$ cat config.mk
export PLATFORM = sky130hd
export DESIGN_NAME = glitch_cmd_decoder
export DESIGN_NICKNAME = d
export VERILOG_FILES = /design/src/rtl/glitch_cmd_decoder.sv
export SDC_FILE = /design/constraint.sdc
export NUM_CORES = 1
export LEC_CHECK = 0
export BUFFER_PORTS_ARGS = -buffer_cell sky130_fd_sc_hd__clkbuf_2
export CORE_UTILIZATION = 54
export CTS_CLUSTER_DIAMETER = 200
export DETAILED_ROUTE_END_ITERATION = 7
export PLACE_DENSITY_LB_ADDON = 0.08
export SETUP_SLACK_MARGIN = 0.4
export SLEW_MARGIN = 0
export SYNTH_ARGS = -nofsm -noshare
export SYNTH_HDL_FRONTEND = slang
export SYNTH_SLANG_ARGS = --single-unit
$ cat constraint.sdc
create_clock -name clk -period 2 [get_ports clk]
set_input_delay 0.4 -clock clk [delete_from_list [all_inputs] [get_ports clk]]
set_output_delay 0.4 -clock clk [all_outputs]
set_load 0.005 [all_outputs]
$ cat src/rtl/glitch_cmd_decoder.sv
// Command decoder between the UART receiver and the glitch engine: parses opcode+payload
// frames into the delay/width registers and arm/fire strobes, answering each frame with ACK/NAK.
module glitch_cmd_decoder #(
  parameter int unsigned              DELAY_BYTES   = 2,
  parameter logic [8*DELAY_BYTES-1:0] DEFAULT_DELAY = '0,
  parameter logic [7:0]               DEFAULT_WIDTH = 8'd1,
  parameter int unsigned              TIMEOUT_CLKS  = 500_000,
  parameter logic [7:0]               ACK_BYTE      = 8'h6B,
  parameter logic [7:0]               NAK_BYTE      = 8'h6E
) (
  input  logic                       clk,
  input  logic                       rst,
  input  logic [7:0]                 data_i,
  input  logic                       data_valid_i,
  output logic [8*DELAY_BYTES-1:0]   delay_o,
  output logic [7:0]                 width_o,
  output logic                       arm_o,
  output logic                       fire_o,
  output logic                       err_o,
  output logic [7:0]                 tx_data_o,
  output logic                       tx_valid_o,
  input  logic                       tx_ready_i
);

  localparam int unsigned DW  = 8 * DELAY_BYTES;
  localparam int unsigned BCW = $clog2(DELAY_BYTES + 1);
  localparam int unsigned TCW = $clog2(TIMEOUT_CLKS + 1);

  localparam logic [7:0] OP_DELAY = 8'h64;
  localparam logic [7:0] OP_WIDTH = 8'h77;
  localparam logic [7:0] OP_ARM   = 8'h61;
  localparam logic [7:0] OP_FIRE  = 8'h67;
  localparam logic [7:0] OP_RESET = 8'h72;

  localparam logic [BCW-1:0] CNT_ZERO  = '0;
  localparam logic [BCW-1:0] CNT_ONE   = BCW'(1);
  localparam logic [BCW-1:0] CNT_DELAY = BCW'(DELAY_BYTES);
  localparam logic [TCW-1:0] TMO_ZERO  = '0;
  localparam logic [TCW-1:0] TMO_ONE   = TCW'(1);
  localparam logic [TCW-1:0] TMO_LAST  = TCW'(TIMEOUT_CLKS - 1);

  typedef enum logic [0:0] {
    ST_IDLE    = 1'b0,
    ST_PAYLOAD = 1'b1
  } state_e;

  state_e           state_q,    state_d;
  logic [BCW-1:0]   byte_cnt_q, byte_cnt_d;
  logic             is_delay_q, is_delay_d;
  logic [DW-1:0]    shreg_q,    shreg_d;
  logic [TCW-1:0]   tmo_cnt_q,  tmo_cnt_d;
  logic [DW-1:0]    delay_q,    delay_d;
  logic [7:0]       width_q,    width_d;
  logic             arm_q,      arm_d;
  logic             fire_q,     fire_d;
  logic             err_q,      err_d;
  logic [7:0]       tx_data_q,  tx_data_d;
  logic             tx_valid_q, tx_valid_d;

  logic             reply_s;
  logic [7:0]       reply_byte_s;
  logic [DW-1:0]    shift_s;
  logic             accept_s;

  // Frame parser: opcode decode, payload collection, inter-byte timeout.
  always_comb begin
    state_d      = state_q;
    byte_cnt_d   = byte_cnt_q;
    is_delay_d   = is_delay_q;
    shreg_d      = shreg_q;
    tmo_cnt_d    = tmo_cnt_q;
    delay_d      = delay_q;
    width_d      = width_q;
    arm_d        = 1'b0;
    fire_d       = 1'b0;
    err_d        = 1'b0;
    reply_s      = 1'b0;
    reply_byte_s = ACK_BYTE;
    // Payload is assembled here and committed whole, so delay_o never shows a partial value.
    shift_s      = DW'({shreg_q, data_i});

    case (state_q)
      ST_IDLE: begin
        tmo_cnt_d = TMO_ZERO;
        if (data_valid_i) begin
          case (data_i)
            OP_DELAY: begin
              state_d    = ST_PAYLOAD;
              byte_cnt_d = CNT_DELAY;
              is_delay_d = 1'b1;
              shreg_d    = '0;
            end
            OP_WIDTH: begin
              state_d    = ST_PAYLOAD;
              byte_cnt_d = CNT_ONE;
              is_delay_d = 1'b0;
              shreg_d    = '0;
            end
            OP_ARM: begin
              arm_d   = 1'b1;
              reply_s = 1'b1;
            end
            OP_FIRE: begin
              fire_d  = 1'b1;
              reply_s = 1'b1;
            end
            OP_RESET: begin
              delay_d = DEFAULT_DELAY;
              width_d = DEFAULT_WIDTH;
              reply_s = 1'b1;
            end
            default: begin
              err_d        = 1'b1;
              reply_s      = 1'b1;
              reply_byte_s = NAK_BYTE;
            end
          endcase
        end else begin
          state_d = ST_IDLE;
        end
      end

      ST_PAYLOAD: begin
        if (data_valid_i) begin
          tmo_cnt_d = TMO_ZERO;
          shreg_d   = shift_s;
          if (byte_cnt_q == CNT_ONE) begin
            state_d    = ST_IDLE;
            byte_cnt_d = CNT_ZERO;
            reply_s    = 1'b1;
            if (is_delay_q) begin
              delay_d = shift_s;
            end else begin
              width_d = data_i;
            end
          end else begin
            byte_cnt_d = byte_cnt_q - CNT_ONE;
          end
        end else if (tmo_cnt_q == TMO_LAST) begin
          state_d      = ST_IDLE;
          byte_cnt_d   = CNT_ZERO;
          shreg_d      = '0;
          tmo_cnt_d    = TMO_ZERO;
          err_d        = 1'b1;
          reply_s      = 1'b1;
          reply_byte_s = NAK_BYTE;
        end else begin
          tmo_cnt_d = tmo_cnt_q + TMO_ONE;
        end
      end

      default: begin
        state_d    = ST_IDLE;
        byte_cnt_d = CNT_ZERO;
        shreg_d    = '0;
        tmo_cnt_d  = TMO_ZERO;
      end
    endcase
  end

  // Reply slot: a reply arriving while an unaccepted one is pending is dropped.
  always_comb begin
    accept_s   = tx_valid_q & tx_ready_i;
    tx_data_d  = tx_data_q;
    tx_valid_d = tx_valid_q;
    if (reply_s && (!tx_valid_q || accept_s)) begin
      tx_data_d  = reply_byte_s;
      tx_valid_d = 1'b1;
    end else if (accept_s) begin
      tx_valid_d = 1'b0;
    end else begin
      tx_valid_d = tx_valid_q;
    end
  end

  // State and output registers.
  always_ff @(posedge clk) begin
    if (rst) begin
      state_q    <= ST_IDLE;
      byte_cnt_q <= CNT_ZERO;
      is_delay_q <= 1'b0;
      shreg_q    <= '0;
      tmo_cnt_q  <= TMO_ZERO;
      delay_q    <= DEFAULT_DELAY;
      width_q    <= DEFAULT_WIDTH;
      arm_q      <= 1'b0;
      fire_q     <= 1'b0;
      err_q      <= 1'b0;
      tx_data_q  <= 8'h00;
      tx_valid_q <= 1'b0;
    end else begin
      state_q    <= state_d;
      byte_cnt_q <= byte_cnt_d;
      is_delay_q <= is_delay_d;
      shreg_q    <= shreg_d;
      tmo_cnt_q  <= tmo_cnt_d;
      delay_q    <= delay_d;
      width_q    <= width_d;
      arm_q      <= arm_d;
      fire_q     <= fire_d;
      err_q      <= err_d;
      tx_data_q  <= tx_data_d;
      tx_valid_q <= tx_valid_d;
    end
  end

  assign delay_o    = delay_q;
  assign width_o    = width_q;
  assign arm_o      = arm_q;
  assign fire_o     = fire_q;
  assign err_o      = err_q;
  assign tx_data_o  = tx_data_q;
  assign tx_valid_o = tx_valid_q;

endmodule

==> out/qor.csv <==
metric;value;unit
Synth Register Bits;62;
final setup vio count;0;
CTS tree;built;
Synth Instances;276;
Row Count;24;
Root Driver;clkbuf_8;
number of detailed-route iterations in the first pass;8;
RSZ-0062 raised after global routing;true;
Reg clk slew, reported paths;0.06;ns
CP Class;flip-flop to flip-flop;
CP Cell Sequence;or4_4 > nor3_4 > nand2_2 > or3b_4 > and3_1;
Post-Syn Area;0.00260;mm2
Placed Cells;372;
CTS Sinks;62;
initial antenna violation count;0;
synth unique cells;51;
fin nets;351;
syn_area_per_cell;9.41;um2
multi-input logic area;0.00129;mm2
crit end category;flip-flop;
Critical Path Slowest Stage Cell;or4_4;
Final Cycle Share;0.909;
first-pass GRT wire length;9650;um
FMAX;0.550;GHz
fin util;0.723;
Antenna Cells;0;
fraction of registers with async set/reset;0;
Final Hold Vio Count;0;
static leakage;1.28;nW
total of max-cap violations;0;
dpl ws;-0.0165;ns
WL final;5750;um
IO Port Bufs;45;
Crit Path Max Fanout;3;
flop2flop setup slack;0.18;ns
WP data required;2.22;ns
Longest Clk Path Bufs;2;
CP peak stage delay;0.54;ns
Rel. slew slack;0.635;
P&R area growth vs syn;24.6;%
drt first-iter violations;152;
htree depth;3;
number of flops mapped to enable cells by yosys;0;
Worst Setup Start Kind;flip-flop;
DP HPWL;3930;um
largest net degree at the start of global routing;19;
drt drc;2;
vias per std cell;5.74;
core region area;0.00447;mm2
fin worst setup slack;0.183;ns
die width;71.4;um
worst skew pair latency;0.33;ns
antenna viol nets, final;0;
register area;0.00125;mm2
wire length per cell;14.7;um
vias in the first global route;2051;
Pins Over Slew Limit;0;
Slew @ Worst Pin;0.545;ns
ys flop type;dfxtp_1;
total power;2.27;mW
ratio of cells with drive above 1 in the final layout;0.297;
Total Die Area;0.00509;mm2
Non-Filler Instances;392;
via count;2251;
arrival time at the worst endpoint;2.04;ns
Placer Congestion;0.890;
GR Overflow Total;0;
Tot GR Track Use;0.243;
Pwr Density;700;mW/mm2
Fill cells;361;
skew final;0.00570;ns
number of I/O pins;48;
post-layout min period;1.82;ns
Num CTS Buffers;9;
Worst Hold Class;input port to flip-flop;
Yosys warnings;0;
setup_tns;0;ns
Starting Density;0.581;
failing checks;DRC;
Die H;71.4;um
sequential element share of the synthesized area;0.478;
Max VDD drop;0.495;mV
status;finished, violations left;
critical path, delay by kind of cell (launching register included):
family           cells  cell delay, ns
flip-flops           1            0.32
AND/OR/NAND/NOR      5            1.40
routing by layer:
metal,track usage,up-vias,share of wire
li1,-,1114,-
met1,0.343,1069,0.50
met2,0.354,61,0.44
met3,0.0816,7,0.052
met4,0.0667,0,0.0096
met5,0,-,0
where the power goes:
part	internal, mW	switching, mW	leakage (nW)
clock network	0.466	0.427	0.0821
registers	1.24	0.00428	0.503
logic	0.0523	0.0747	0.698
per-stage QoR:
step	hold slack, ns	instance area (um2)
2_1_floorplan	0.430	2620
3_3_place_gp	0.435	2950
3_5_place_dp	0.436	2950
4_1_cts	0.358	3200
5_1_grt	0.373	3240
6_report	0.371	3240
logic make-up after synthesis:
logic type               Yosys count  synth area share
AO/OA/AOI/OAI                     56             0.172
XOR/XNOR                          17            0.0573
adder cells (fa/ha/maj)            2           0.00963
buffers and inverters             26            0.0482
flip-flops                        62             0.478
other                              1           0.00144
AND/OR/NAND/NOR                  112             0.234
final cells by class:
type                    instances  area share
clock buffers                  12      0.0448
clock inverters                 2     0.00309
inverters                       7     0.00812
multi-input cells             189       0.400
flip-flops and latches         62       0.385
well taps                      52      0.0201
repair buffers                 68       0.138
state kept, by name, indices dropped and copies added (netlist names):
name,cells
fire_o,1
is_delay_q,1
arm_o,1
tx_valid_o,1
byte_cnt_q,2
state_q,1
err_o,1
tmo_cnt_q,19
tx_data_o,3
width_o,8
shreg_q,8
delay_o,16
synthesized netlist by cell type, types with 2 or more instances:
| cell | count | share of area |
|---|---|---|
| nand4b_1 | 2 | 0.0067 |
| buf_2 | 7 | 0.013 |
| inv_1 | 7 | 0.010 |
| nor2_1 | 29 | 0.042 |
| dfxtp_1 | 62 | 0.48 |
| clkbuf_1 | 7 | 0.010 |
| nor3_1 | 6 | 0.012 |
| a21oi_1 | 6 | 0.012 |
| o31ai_1 | 2 | 0.0058 |
| o21ai_0 | 5 | 0.0096 |
| a22o_1 | 13 | 0.044 |
| nand3_1 | 11 | 0.021 |
| buf_4 | 5 | 0.014 |
| o211ai_1 | 2 | 0.0058 |
| nor2b_1 | 2 | 0.0048 |
| nand2_1 | 24 | 0.035 |
| and3_1 | 7 | 0.017 |
| o2bb2ai_1 | 9 | 0.030 |
| xor2_1 | 12 | 0.040 |
| ha_1 | 2 | 0.0096 |
| xnor2_1 | 5 | 0.017 |
| nand4_1 | 8 | 0.019 |
| nor4_1 | 2 | 0.0048 |
| a32o_1 | 8 | 0.031 |
| nand2b_1 | 4 | 0.0096 |
| o21bai_1 | 2 | 0.0058 |
| nor3b_1 | 3 | 0.0087 |
path summary, 6_finish.rpt:
| kind | cells past startpoint | endpoint | startpoint |
|---|---|---|---|
| setup / recovery | 5 | tx_data_o[0] | tmo_cnt_q[5] |
| hold / removal | 2 | delay_o[7] | data_i[7] |
| setup reg to reg | 5 | tx_data_o[0] | tmo_cnt_q[5] |
| hold reg to reg | 2 | width_o[0] | width_o[0] |
timing repair:
action	CTS	global route
gates resized for setup	11	6
hold buffers	0	0
buffers inserted	4	1
pin swaps	10	3
setup endpoints to repair	48	56
cloned	1	0
placed cells by master, fill, tap and decap left out, types with 3 or more instances in the layout:
| cell type | Yosys | routed |
|---|---|---|
| nand2b_1 | 4 | 4 |
| nor2_1 | 29 | 27 |
| o21ai_0 | 5 | 3 |
| a21oi_1 | 6 | 6 |
| nand4_1 | 8 | 8 |
| xnor2_1 | 5 | 5 |
| nand2_1 | 24 | 23 |
| and3_1 | 7 | 6 |
| a32o_1 | 8 | 8 |
| clkbuf_8 | 0 | 10 |
| o21ai_1 | 1 | 3 |
| clkbuf_2 | 0 | 45 |
| nor3_1 | 6 | 6 |
| nand3_1 | 11 | 11 |
| o2bb2ai_1 | 9 | 9 |
| xor2_1 | 12 | 12 |
| inv_1 | 7 | 7 |
| dfxtp_1 | 62 | 57 |
| dfxtp_2 | 0 | 5 |
| buf_4 | 5 | 20 |
| a22o_1 | 13 | 13 |
No activity file was read; power rests on OpenSTA's default activity.
